$ cat src/rtl/spi_master_multi.sv
// Parametrised SPI master: one shared SCLK/MOSI pair, one active-low chip
// select and one MISO input per slave, mode (CPOL/CPHA) chosen per transfer.
//
// Ports:
//   clk, rst_n         system clock, asynchronous active-low reset
//   start              transfer request (sampled only while idle)
//   slave_sel          target slave index
//   cpol, cpha         SPI mode for the requested transfer
//   tx_data            word to send
//   miso               per-slave serial input
//   sclk, mosi         serial clock / serial output
//   cs_n               active-low selects, one-hot-low while active
//   busy               high from accept through trailing hold
//   done               one-cycle pulse, rx_data valid
//   err                one-cycle pulse, start rejected (slave_sel out of range)
//   rx_data            last received word
module spi_master_multi #(
    parameter int unsigned DATA_W    = 16,
    parameter int unsigned N_SLAVES  = 3,
    parameter int unsigned CLKDIV    = 2,
    parameter int unsigned LSB_FIRST = 0,
    localparam int unsigned SEL_W    = (N_SLAVES > 1) ? $clog2(N_SLAVES) : 1
) (
    input  logic                clk,
    input  logic                rst_n,
    input  logic                start,
    input  logic [SEL_W-1:0]    slave_sel,
    input  logic                cpol,
    input  logic                cpha,
    input  logic [DATA_W-1:0]   tx_data,
    input  logic [N_SLAVES-1:0] miso,
    output logic                sclk,
    output logic                mosi,
    output logic [N_SLAVES-1:0] cs_n,
    output logic                busy,
    output logic                done,
    output logic                err,
    output logic [DATA_W-1:0]   rx_data
);

    localparam int unsigned DIV_W  = (CLKDIV > 1) ? $clog2(CLKDIV) : 1;
    localparam int unsigned EDGES  = 2 * DATA_W;
    localparam int unsigned EDGE_W = $clog2(EDGES + 1);
    localparam logic [DIV_W-1:0] DIV_RELOAD = DIV_W'(CLKDIV - 1);

    typedef enum logic [1:0] {
        S_IDLE,
        S_LEAD,
        S_XFER,
        S_TRAIL
    } state_e;

    state_e              state_q, state_d;
    logic [DIV_W-1:0]    div_q, div_d;
    logic [EDGE_W-1:0]   edge_q, edge_d;
    logic [SEL_W-1:0]    sel_q, sel_d;
    logic                cpol_q, cpol_d;
    logic                cpha_q, cpha_d;
    logic [DATA_W-1:0]   tx_q, tx_d;
    logic [DATA_W-1:0]   rx_q, rx_d;
    logic                sclk_q, sclk_d;
    logic                mosi_q, mosi_d;
    logic [N_SLAVES-1:0] cs_n_q, cs_n_d;
    logic                busy_q, busy_d;
    logic                done_q, done_d;
    logic                err_q, err_d;
    logic [DATA_W-1:0]   rx_data_q, rx_data_d;

    logic                tick;
    logic [EDGE_W-1:0]   next_edge;
    logic                leading;
    logic                last_edge;
    logic                miso_bit;
    logic                sel_valid;

    // Bit presented first on the wire for a given shift-register value.
    function automatic logic first_bit(input logic [DATA_W-1:0] v);
        return (LSB_FIRST != 0) ? v[0] : v[DATA_W-1];
    endfunction

    // Drop the bit just sent.
    function automatic logic [DATA_W-1:0] shift_tx(input logic [DATA_W-1:0] v);
        return (LSB_FIRST != 0) ? (v >> 1) : (v << 1);
    endfunction

    // Insert a sampled bit so the first bit received ends at the first-bit position.
    function automatic logic [DATA_W-1:0] shift_rx(input logic [DATA_W-1:0] v,
                                                    input logic b);
        return (LSB_FIRST != 0) ? {b, v[DATA_W-1:1]} : {v[DATA_W-2:0], b};
    endfunction

    // Next-state and output logic.
    always_comb begin
        state_d   = state_q;
        div_d     = div_q;
        edge_d    = edge_q;
        sel_d     = sel_q;
        cpol_d    = cpol_q;
        cpha_d    = cpha_q;
        tx_d      = tx_q;
        rx_d      = rx_q;
        sclk_d    = sclk_q;
        mosi_d    = mosi_q;
        cs_n_d    = cs_n_q;
        busy_d    = busy_q;
        done_d    = 1'b0;
        err_d     = 1'b0;
        rx_data_d = rx_data_q;

        tick      = (div_q == '0);
        next_edge = edge_q + EDGE_W'(1);
        leading   = next_edge[0];
        last_edge = (next_edge == EDGE_W'(EDGES));
        miso_bit  = miso[sel_q];
        sel_valid = ({1'b0, slave_sel} < (SEL_W + 1)'(N_SLAVES));

        case (state_q)
            S_IDLE: begin
                sclk_d = cpol;
                if (start) begin
                    if (sel_valid) begin
                        state_d = S_LEAD;
                        div_d   = DIV_RELOAD;
                        edge_d  = '0;
                        sel_d   = slave_sel;
                        cpol_d  = cpol;
                        cpha_d  = cpha;
                        rx_d    = '0;
                        cs_n_d  = ~(N_SLAVES'(1) << slave_sel);
                        busy_d  = 1'b1;
                        // CPHA=0 puts the first bit out before the first edge.
                        if (!cpha) begin
                            mosi_d = first_bit(tx_data);
                            tx_d   = shift_tx(tx_data);
                        end else begin
                            mosi_d = 1'b0;
                            tx_d   = tx_data;
                        end
                    end else begin
                        err_d = 1'b1;
                    end
                end
            end

            S_LEAD, S_XFER: begin
                if (!tick) begin
                    div_d = div_q - DIV_W'(1);
                end else begin
                    div_d  = DIV_RELOAD;
                    edge_d = next_edge;
                    sclk_d = ~sclk_q;
                    if (state_q == S_LEAD) begin
                        state_d = S_XFER;
                    end
                    // Sample on leading edges for CPHA=0, trailing for CPHA=1;
                    // the other edge type shifts the next bit out.
                    if (leading != cpha_q) begin
                        rx_d = shift_rx(rx_q, miso_bit);
                    end else begin
                        mosi_d = first_bit(tx_q);
                        tx_d   = shift_tx(tx_q);
                    end
                    if (last_edge) begin
                        mosi_d  = 1'b0;
                        sclk_d  = cpol_q;
                        state_d = S_TRAIL;
                    end
                end
            end

            S_TRAIL: begin
                if (!tick) begin
                    div_d = div_q - DIV_W'(1);
                end else begin
                    state_d   = S_IDLE;
                    cs_n_d    = '1;
                    busy_d    = 1'b0;
                    done_d    = 1'b1;
                    rx_data_d = rx_q;
                end
            end

            default: begin
                state_d = S_IDLE;
            end
        endcase
    end

    // State and output registers.
    always_ff @(posedge clk or negedge rst_n) begin
        if (!rst_n) begin
            state_q   <= S_IDLE;
            div_q     <= '0;
            edge_q    <= '0;
            sel_q     <= '0;
            cpol_q    <= 1'b0;
            cpha_q    <= 1'b0;
            tx_q      <= '0;
            rx_q      <= '0;
            sclk_q    <= 1'b0;
            mosi_q    <= 1'b0;
            cs_n_q    <= '1;
            busy_q    <= 1'b0;
            done_q    <= 1'b0;
            err_q     <= 1'b0;
            rx_data_q <= '0;
        end else begin
            state_q   <= state_d;
            div_q     <= div_d;
            edge_q    <= edge_d;
            sel_q     <= sel_d;
            cpol_q    <= cpol_d;
            cpha_q    <= cpha_d;
            tx_q      <= tx_d;
            rx_q      <= rx_d;
            sclk_q    <= sclk_d;
            mosi_q    <= mosi_d;
            cs_n_q    <= cs_n_d;
            busy_q    <= busy_d;
            done_q    <= done_d;
            err_q     <= err_d;
            rx_data_q <= rx_data_d;
        end
    end

    assign sclk    = sclk_q;
    assign mosi    = mosi_q;
    assign cs_n    = cs_n_q;
    assign busy    = busy_q;
    assign done    = done_q;
    assign err     = err_q;
    assign rx_data = rx_data_q;

endmodule

$ cat config.mk
export PLATFORM = sky130hd
export DESIGN_NAME = spi_master_multi
export DESIGN_NICKNAME = d
export VERILOG_FILES = /design/src/rtl/spi_master_multi.sv
export SDC_FILE = /design/constraint.sdc
export NUM_CORES = 1
export LEC_CHECK = 0
export BUFFER_PORTS_ARGS = -buffer_cell sky130_fd_sc_hd__buf_2
export CORE_MARGIN = 2
export CORE_UTILIZATION = 46
export DETAILED_ROUTE_END_ITERATION = 12
export PLACE_DENSITY_LB_ADDON = 0.25
export SLEW_MARGIN = 20
export SYNTH_ARGS = -nofsm -noshare
export SYNTH_HDL_FRONTEND = slang
export SYNTH_SLANG_ARGS = --single-unit
export TNS_END_PERCENT = 20
$ cat constraint.sdc
create_clock -name clk -period 4.8 [get_ports clk]
set_input_delay 0.24 -clock clk [delete_from_list [all_inputs] [get_ports clk]]
set_output_delay 0.24 -clock clk [all_outputs]
set_load 0.1 [all_outputs]
* After elaboration in Yosys (flattened, before gate mapping) *
Index checks and enable logic that the tools add are counted.

word-level totals
  register bits after elaboration = 69
  input bits = 26
  output and inout port bits = 24
  logic and storage cells = 100

cells by class
  add/sub/neg operators = 2
  order comparisons = 2
  eq/ne operators = 13
  shift-type cells = 1
  multiplexer cells = 50
  bitwise logic cells = 3
  reductions and logical operators = 14

operators by type and width
  operator               count
  $mux W16               9
  $pmux W16 S2           2
  $reduce_and A5 Y1      4
  $mux W1                19
  $mux W6                3
  $mux W2                6
  $ne A2 B2 Y1 const B   6
  $pmux W6 S2            1
  $mux W3                3
  $reduce_and A4 Y1      2
  $add A6 B1 Y6 const B  1
  $eq A6 B6 Y1 const B   1
  $ne A3 B3 Y1 const B   2
  $pmux W1 S2            3
  $pmux W2 S3            1
  $pmux W3 S2            1
  $reduce_and A2 Y1      3
  $eq A2 B2 Y1 const B   2
  $reduce_bool A2 Y1     2
  $lt A2 B3 Y1 const B   1
  $not A3 Y3             1
  $pmux W1 S3            1
  $reduce_and A3 Y1      1
  $shl A1 B2 Y3 const A  1
  other kinds (8)        9

* Depth between registers and ports, before layout *
Gate-level depths: netlist (run 1).

  depth after elaboration = 6
  mapped depth = 9
  mapped depth without buffers = 6

* Worst setup path after synthesis (run 1) *
OpenSTA, ideal clock, no wires.

  kind = register -> register
  from = register state_q[0]
  to = register tx_q[10]
  setup time = 0.125 ns
  arrival time = 1.939 ns
  required time = 4.675 ns
  setup slack = 2.736 ns
  cell stages (with the launch flop) = 10
  path buffers = 3
  period minus slack after synthesis = 2.064 ns
  cells stage by stage = dfrtp_1 inv_1 ha_1 buf_6 and2_4 buf_6 a211oi_4 nand2_4 buf_6 mux2_4

on the way
  cells in the longest elaborated chain, start to end = 4
  elaborated cells between the ends (all ways) = 11
  classes of those cells = 6 x eq/ne; 1 x mux; 4 x reduce/logical

ends and longest elaborated chain
  what                                                                 line  RTL
  from (decl)                                                          53    state_e state_q, state_d;
  from (signal assigned)                                               208   state_q <= state_d;
  $eq A2 B1 Y1 / $eq A2 B2 Y1 (equally long branches)                  117   case (state_q)
  $reduce_or A2 Y1                                                     117
  $ne A2 B2 Y1 (no line) / $reduce_bool A2 Y1 (equally long branches)  n/a
  $reduce_and A5 Y1 (no line)                                          n/a
  to (signal assigned)                                                 214   tx_q <= tx_d;
  to (decl)                                                            59    logic [DATA_W-1:0] tx_q, tx_d;

Parallel ways exist; a longest one is shown, timed or not.
A chain may end at the register's enable or synchronous reset.

* Worst setup path in the final report (run 1) *
  from = register state_q[0]
  to = register rx_q[1]

on the way
  cells in the longest elaborated chain, start to end = 4
  elaborated cells between the ends (all ways) = 11
  classes of those cells = 6 x eq/ne; 1 x mux; 4 x reduce/logical

ends and longest elaborated chain
  what                                                                 line  RTL
  $eq A2 B1 Y1 / $eq A2 B2 Y1 (equally long branches)                  117
  $reduce_or A2 Y1                                                     117
  $ne A2 B2 Y1 (no line) / $reduce_bool A2 Y1 (equally long branches)  n/a
  $reduce_and A5 Y1 (no line)                                          n/a
  to (signal assigned)                                                 215   rx_q <= rx_d;
  to (decl)                                                            60    logic [DATA_W-1:0] rx_q, rx_d;

Parallel ways exist; a longest one is shown, timed or not.

==> impl_metrics.env, run 1 <==
export IMPL_status="completed"
export IMPL_yosysUniqueCellTypes=44
export IMPL_fin_area_mm2=0.003784
export IMPL_worst_slack_ps=2082
export IMPL_grt_pass1_vias=2045
export IMPL_netlist_area_mm2=0.003279
export IMPL_vias_per_cell=5.142
export IMPL_ios=50
export IMPL_setup_worst_path_class="flip-flop to flip-flop"
export IMPL_min_path_type="primary input to async pin"
export IMPL_post_cts_buffers=0
export IMPL_ir_worst_vdd_uv=124.8
export IMPL_yosysWarnings=0
export IMPL_start_kind="flip-flop"
export IMPL_ff2ff_path_depth=5
export IMPL_place_ws_ps=1731
export IMPL_grt_pass1_wl_mm=9.729
export IMPL_grt_usage_pct=16.31
export IMPL_hold_viol_final=0
export IMPL_antenna_left=0
export IMPL_cts_tree="built"
export IMPL_max_freq_mhz=368.0
export IMPL_grt_max_degree=70
export IMPL_fin_tns_setup_ps=0
export IMPL_antenna_found_initial=0
export IMPL_die_h_um=88.44
export IMPL_die_area_mm2=0.007821
export IMPL_routabilityCongestion=0.8317
export IMPL_synth_edff_count=0
export IMPL_syn_mean_instance_area_um2=11.63
export IMPL_first_iter_violations=114
export IMPL_place_area_mm2=0.003570
export IMPL_rsz0062_at_grt="no"
export IMPL_rows=30
export IMPL_tightest_slew_ps=930.4
export IMPL_h_tree_depth=3
export IMPL_timing_final_max_slew_violations=0
export IMPL_r2r_slack_ps=2080
export IMPL_post_cts_resized=0
export IMPL_fin_crit_sh_pct=56.62
export IMPL_instances_no_fill=430
export IMPL_coreArea_mm2=0.006832
export IMPL_area_growth_pct=15.38
export IMPL_ys_ff_latch=69
export IMPL_clockRootBuffer="clkbuf_8"
export IMPL_place_hpwl_mm=4.017
export IMPL_slew_limit_headroom_pct=37.70
export IMPL_ys_seq_area_share_pct=52.77
export IMPL_clk_latency_ps=330
export IMPL_drive_gt1_share_pct=32.04
export IMPL_final_common_cell="dfrtp_1"
export IMPL_dp_cells=414
export IMPL_cp_data_arrival_time_ps=2980
export IMPL_antenna_cells=0
export IMPL_dr_pass1_iters=4
export IMPL_finalWirelength_mm=5.882
export IMPL_period_needed_ps=2718
export IMPL_syn_instance_count=282
export IMPL_crit_fanout=44
export IMPL_clkTransAtPathRegs_ps=70
export IMPL_route_vias_total=2211
export IMPL_cts_hold_buf=0
export IMPL_port_buffers=49
export IMPL_synth_async_reset_ratio_pct=100.0
export IMPL_fillers=615
export IMPL_nets=359
export IMPL_grt_remaining_overflow=0
export IMPL_fp_dieW_um=88.44
export IMPL_p_leak_uw=0.001997
export IMPL_cts_path_max_buffers=2
export IMPL_p_per_area_mw_per_mm2=298.4
export IMPL_syn_nets=312
export IMPL_clock_skew_ps=5.813
export IMPL_cts_num_sinks=69
export IMPL_cap_violations=0
export IMPL_timing_hold_ws_ps=99.53
export IMPL_ys_flop_type="dfrtp_1"
export IMPL_worstSetupEndpointType="flip-flop"
export IMPL_avgRoutedWirePerCell_um=13.68
export IMPL_required_ps=5070
export IMPL_drc=0
export IMPL_final_cell_mix="dfrtp_1 (66), buf_2 (49), nand2_1 (35)"
export IMPL_finalSetupViolCount=0
export IMPL_cts_buffers_inserted=9
export IMPL_start_util_pct=48.00
==> critical path, cell delays in order (launching register included) <==
cell	delay, ps
dfrtp_1	410
inv_1	70
ha_2	750
nand2_1	330
nor3b_2	850
a22o_1	240
==> cell usage after synthesis (2+ instances only) <==
master	instances	share of area, %
o21ai_0	20	3.1
nand2_1	35	4.0
mux2_4	9	4.1
ha_1	4	1.5
nor2_1	18	2.1
nand2b_1	5	0.95
dfrtp_1	66	50
mux2_2	24	8.2
clkbuf_1	5	0.57
a221o_1	2	0.61
buf_6	3	1.0
buf_2	6	0.92
and2_1	2	0.38
a21oi_1	7	1.1
a31oi_1	3	0.57
a22o_1	17	4.5
o22ai_1	2	0.38
nor3_1	3	0.46
dfstp_2	3	2.4
inv_1	7	0.80
mux2i_1	18	5.5
==> registers in the layout, indices dropped and copies added, names as in the netlist <==
register  count
done          1
cs_n          3
rx_q         16
sel_q         2
mosi          1
rx_data      16
sclk          1
state_q       2
cpha_q        1
tx_q         16
cpol_q        1
div_q         1
busy          1
err           1
edge_q        6
==> metrics by stage <==
stage / power (uW) / util, %
2_1_floorplan: 621.5 / -
3_3_place_gp: 649.5 / 52.25
3_5_place_dp: 650.7 / 52.25
4_1_cts: 1142 / 55.35
5_1_grt: 1175 / 55.38
6_report: 1129 / 55.38
==> per-layer routing <==
layer / share of wire (%) / up-vias / GRT usage [%]
met4: 1.8 / 0 / 8.402
met5: 0 / - / 0
met3: 3.3 / 7 / 4.571
li1: - / 1102 / -
met2: 45 / 45 / 23.72
met1: 50 / 1057 / 22.34
==> worst paths after layout <==
kind                               to          from
max reg2reg                   rx_q[1]    state_q[0]
min reg2reg                   tx_q[0]       tx_q[0]
min                              done         rst_n
min in group clk              cs_n[1]  slave_sel[0]
max                           rx_q[1]    state_q[0]
max in group asynchronous  state_q[1]         rst_n
==> logic make-up (layout without fill, tap and decap cells) <==
| family | count (synthesis) | count (layout) | synth area share [%] |
|---|---|---|---|
| AO/OA/AOI/OAI | 64 | 64 | 13.96 |
| XOR/XNOR | 2 | 2 | 0.5342 |
| adder cells (fa/ha/maj) | 4 | 4 | 1.526 |
| buffers and inverters | 21 | 73 | 3.320 |
| flip-flops | 69 | 69 | 52.77 |
| multiplexers | 52 | 52 | 18.20 |
| AND/OR/NAND/NOR | 70 | 70 | 9.691 |
==> report_power, final <==
| part | internal (uW) | switching, uW | total (uW) |
|---|---|---|---|
| registers | 587 | 5.05 | 592 |
| logic | 19.9 | 26.3 | 46.2 |
| clock network | 282 | 208 | 491 |
| total | 889 | 240 | 1130 |
==> cell type report <==
class	instances	area (um2)	share of cell area, %
clock buffer	13	168.9	4.464
clock inverter	3	42.54	1.124
inverter	7	26.28	0.6944
multi-input combinational	192	1443	38.13
sequential	69	1730	45.73
tap	96	120.1	3.175
timing repair buffer	50	252.7	6.680
(Power assumes the default switching activity.)
==> run 2: changes to the inputs <==
--- a/config.mk
+++ b/config.mk
@@ -5,6 +5,7 @@
 export SDC_FILE = /design/constraint.sdc
 export NUM_CORES = 1
 export LEC_CHECK = 0
+export ABC_AREA = 1
 export BUFFER_PORTS_ARGS = -buffer_cell sky130_fd_sc_hd__buf_2
 export CORE_MARGIN = 2
 export CORE_UTILIZATION = 46
==> constraint.sdc (replaced) <==
create_clock -name clk -period 2.4 [get_ports clk]
set_input_delay 0.12 -clock clk [delete_from_list [all_inputs] [get_ports clk]]
set_output_delay 0.12 -clock clk [all_outputs]
set_load 0.1 [all_outputs]
==> run 2 against run 1 <==
Flip-flop and latch count unchanged. First-iteration DRC count rose by 2.6%. Die area fell by 2.4%. Critical path type unchanged. Highest routed layer unchanged.
==> impl_metrics.env, run 2 <==
export IMPL_synth_async_reset_ratio_pct=100.0
export IMPL_grt_pass1_vias=2392
export IMPL_port_buffers=49
export IMPL_place_area_mm2=0.003521
export IMPL_rsz0062_at_grt="no"
export IMPL_hold_viol_final=0
export IMPL_start_kind="flip-flop"
export IMPL_vias_per_cell=5.106
export IMPL_start_util_pct=47.33
export IMPL_cts_path_max_buffers=2
export IMPL_clk_latency_ps=350
export IMPL_die_area_mm2=0.007635
export IMPL_h_tree_depth=3
export IMPL_synth_most_common_cell="nand2_1"
export IMPL_synthTopCellsByArea="dfrtp_1 (52%), nand2_1 (11%), inv_1 (5.5%)"
export IMPL_grt_pass1_wl_mm=10.81
export IMPL_route_vias_total=2563
export IMPL_cts_tree="built"
export IMPL_max_freq_mhz=490.5
export IMPL_slew_limit_headroom_pct=58.90
export IMPL_area_growth_pct=17.21
export IMPL_ys_flop_type="dfrtp_1"
export IMPL_ys_ff_latch=69
export IMPL_final_cell_mix="nand2_1 (94), dfrtp_1 (66), buf_2 (49)"
export IMPL_syn_instance_count=360
export IMPL_antenna_found_initial=0
export IMPL_avgRoutedWirePerCell_um=12.78
export IMPL_cts_num_sinks=69
export IMPL_worstHoldPathCells=3
export IMPL_cp_data_arrival_time_ps=2320
export IMPL_status="completed"
export IMPL_period_needed_ps=2039
export IMPL_routabilityCongestion=0.8086
export IMPL_finalSetupViolCount=0
export IMPL_drc=0
export IMPL_fin_tns_setup_ps=0
export IMPL_fillers=625
export IMPL_rows=30
export IMPL_timing_final_max_slew_violations=0
export IMPL_syn_mean_instance_area_um2=8.884
export IMPL_min_path_type="primary input to flip-flop"
export IMPL_fp_dieW_um=87.38
export IMPL_grt_usage_pct=18.05
export IMPL_nets=447
export IMPL_tightest_slew_ps=615.8
export IMPL_grt_remaining_overflow=0
export IMPL_ios=50
export IMPL_clockRootBuffer="clkbuf_8"
export IMPL_dr_pass1_iters=4
export IMPL_antenna_cells=0
export IMPL_clock_skew_ps=5.747
export IMPL_r2r_slack_ps=360
export IMPL_cts_buffers_inserted=9
export IMPL_clkTransAtPathRegs_ps=80
export IMPL_netlist_area_mm2=0.003198
export IMPL_yosysWarnings=0
export IMPL_synth_top_cell_by_area="dfrtp_1"
export IMPL_syn_nets=390
export IMPL_coreArea_mm2=0.006756
export IMPL_grt_max_degree=38
export IMPL_min_to="cs_n[0]"
export IMPL_fin_crit_sh_pct=84.95
export IMPL_final_common_cell="nand2_1"
export IMPL_finalWirelength_mm=6.415
export IMPL_die_h_um=87.38
export IMPL_antenna_left=0
export IMPL_synthTopCellsByCount="nand2_1 (94), dfrtp_1 (66), inv_1 (47)"
export IMPL_cap_violations=0
export IMPL_setup_worst_path_class="flip-flop to flip-flop"
export IMPL_ff2ff_path_depth=11
export IMPL_ys_seq_area_share_pct=54.11
export IMPL_synth_top_area_share_pct=51.64
export IMPL_drive_gt1_share_pct=22.75
export IMPL_required_ps=2690
export IMPL_first_iter_violations=117
export IMPL_rr_endpoint="tx_q[1]"
export IMPL_crit_fanout=19
export IMPL_yosysUniqueCellTypes=37
export IMPL_synth_edff_count=0
export IMPL_hp_start="slave_sel[0]"
export IMPL_worstSetupEndpointType="flip-flop"
export IMPL_fin_area_mm2=0.003749
export IMPL_r2r_start="state_q[0]"
export IMPL_place_hpwl_mm=4.457
export IMPL_post_cts_resized=0
## run 2: logic make-up (layout without fill, tap and decap cells)
group,Yosys count,after routing,share of synthesized area (%)
and+or+nand+nor,142,142,18.66
adders and majority gates,4,4,1.565
buffers and inverters,65,127,8.685
AOI/OAI and AO/OA,80,80,16.98
DFF,69,69,54.11
## run 2: per-stage QoR
stage	hold slack, ps	std cells	utilization (%)	setup WS (ps)
floorplan	-175.6	360	-	713.7
CTS	13.79	502	55.48	348.8
global route	44.72	502	55.48	195.6
finish	29.54	502	55.48	361.2
global placement	191.6	484	52.11	458.1
detailed placement	189.7	484	52.11	366.8
## run 2: what timing repair did
item | CTS | global route
endpoints found under the hold margin | 67 | 0
hold buffers | 2 | 0
buffers inserted | 0 | 0
## run 2: area by class of cell
type	instances	area [um2]	area share [%]
clock buffers	9	123.9	3.304
well taps	80	100.1	2.670
inverters	54	210.2	5.607
multi-input cells	226	1190	31.74
flip-flops and latches	69	1730	46.16
repair buffers	57	310.3	8.278
clock inverters	7	83.83	2.236
## run 2: worst max-delay path by stage
| stage | endpoint | start | cells after the start | slack, ps |
|---|---|---|---|---|
| 2_1_floorplan | tx_q[5] | state_q[0] | 11 | 710 |
| 3_3_place_gp | tx_q[0] | state_q[0] | 10 | 460 |
| 3_5_place_dp | tx_q[7] | state_q[0] | 11 | 370 |
| 4_1_cts | tx_q[8] | state_q[0] | 11 | 350 |
| 5_1_grt | tx_q[3] | state_q[0] | 11 | 200 |
| 6_report | tx_q[1] | state_q[0] | 11 | 360 |
## run 2: critical path, stage by stage (launching register included)
cell,delay (ps)
dfrtp_1,410
inv_1,60
ha_1,320
inv_2,310
nand2_2,150
nand2_2,120
nand2_4,80
inv_6,90
nand2_8,100
inv_4,180
nand2_1,70
nand2_1,70
## run 2: layer usage
| metal | wire, um | track usage, % | up-vias | share of wire, % |
|---|---|---|---|---|
| met5 | 0 | 0 | - | 0 |
| met4 | 97 | 7.552 | 0 | 1.5 |
| met3 | 264 | 3.886 | 9 | 4.1 |
| met2 | 2982 | 28.72 | 64 | 46 |
| met1 | 3071 | 23.87 | 1196 | 48 |
| li1 | - | - | 1294 | - |
Power of run 2 is not shown: default switching activity piles up to over one toggle a cycle in this logic, so the estimate is an artifact.
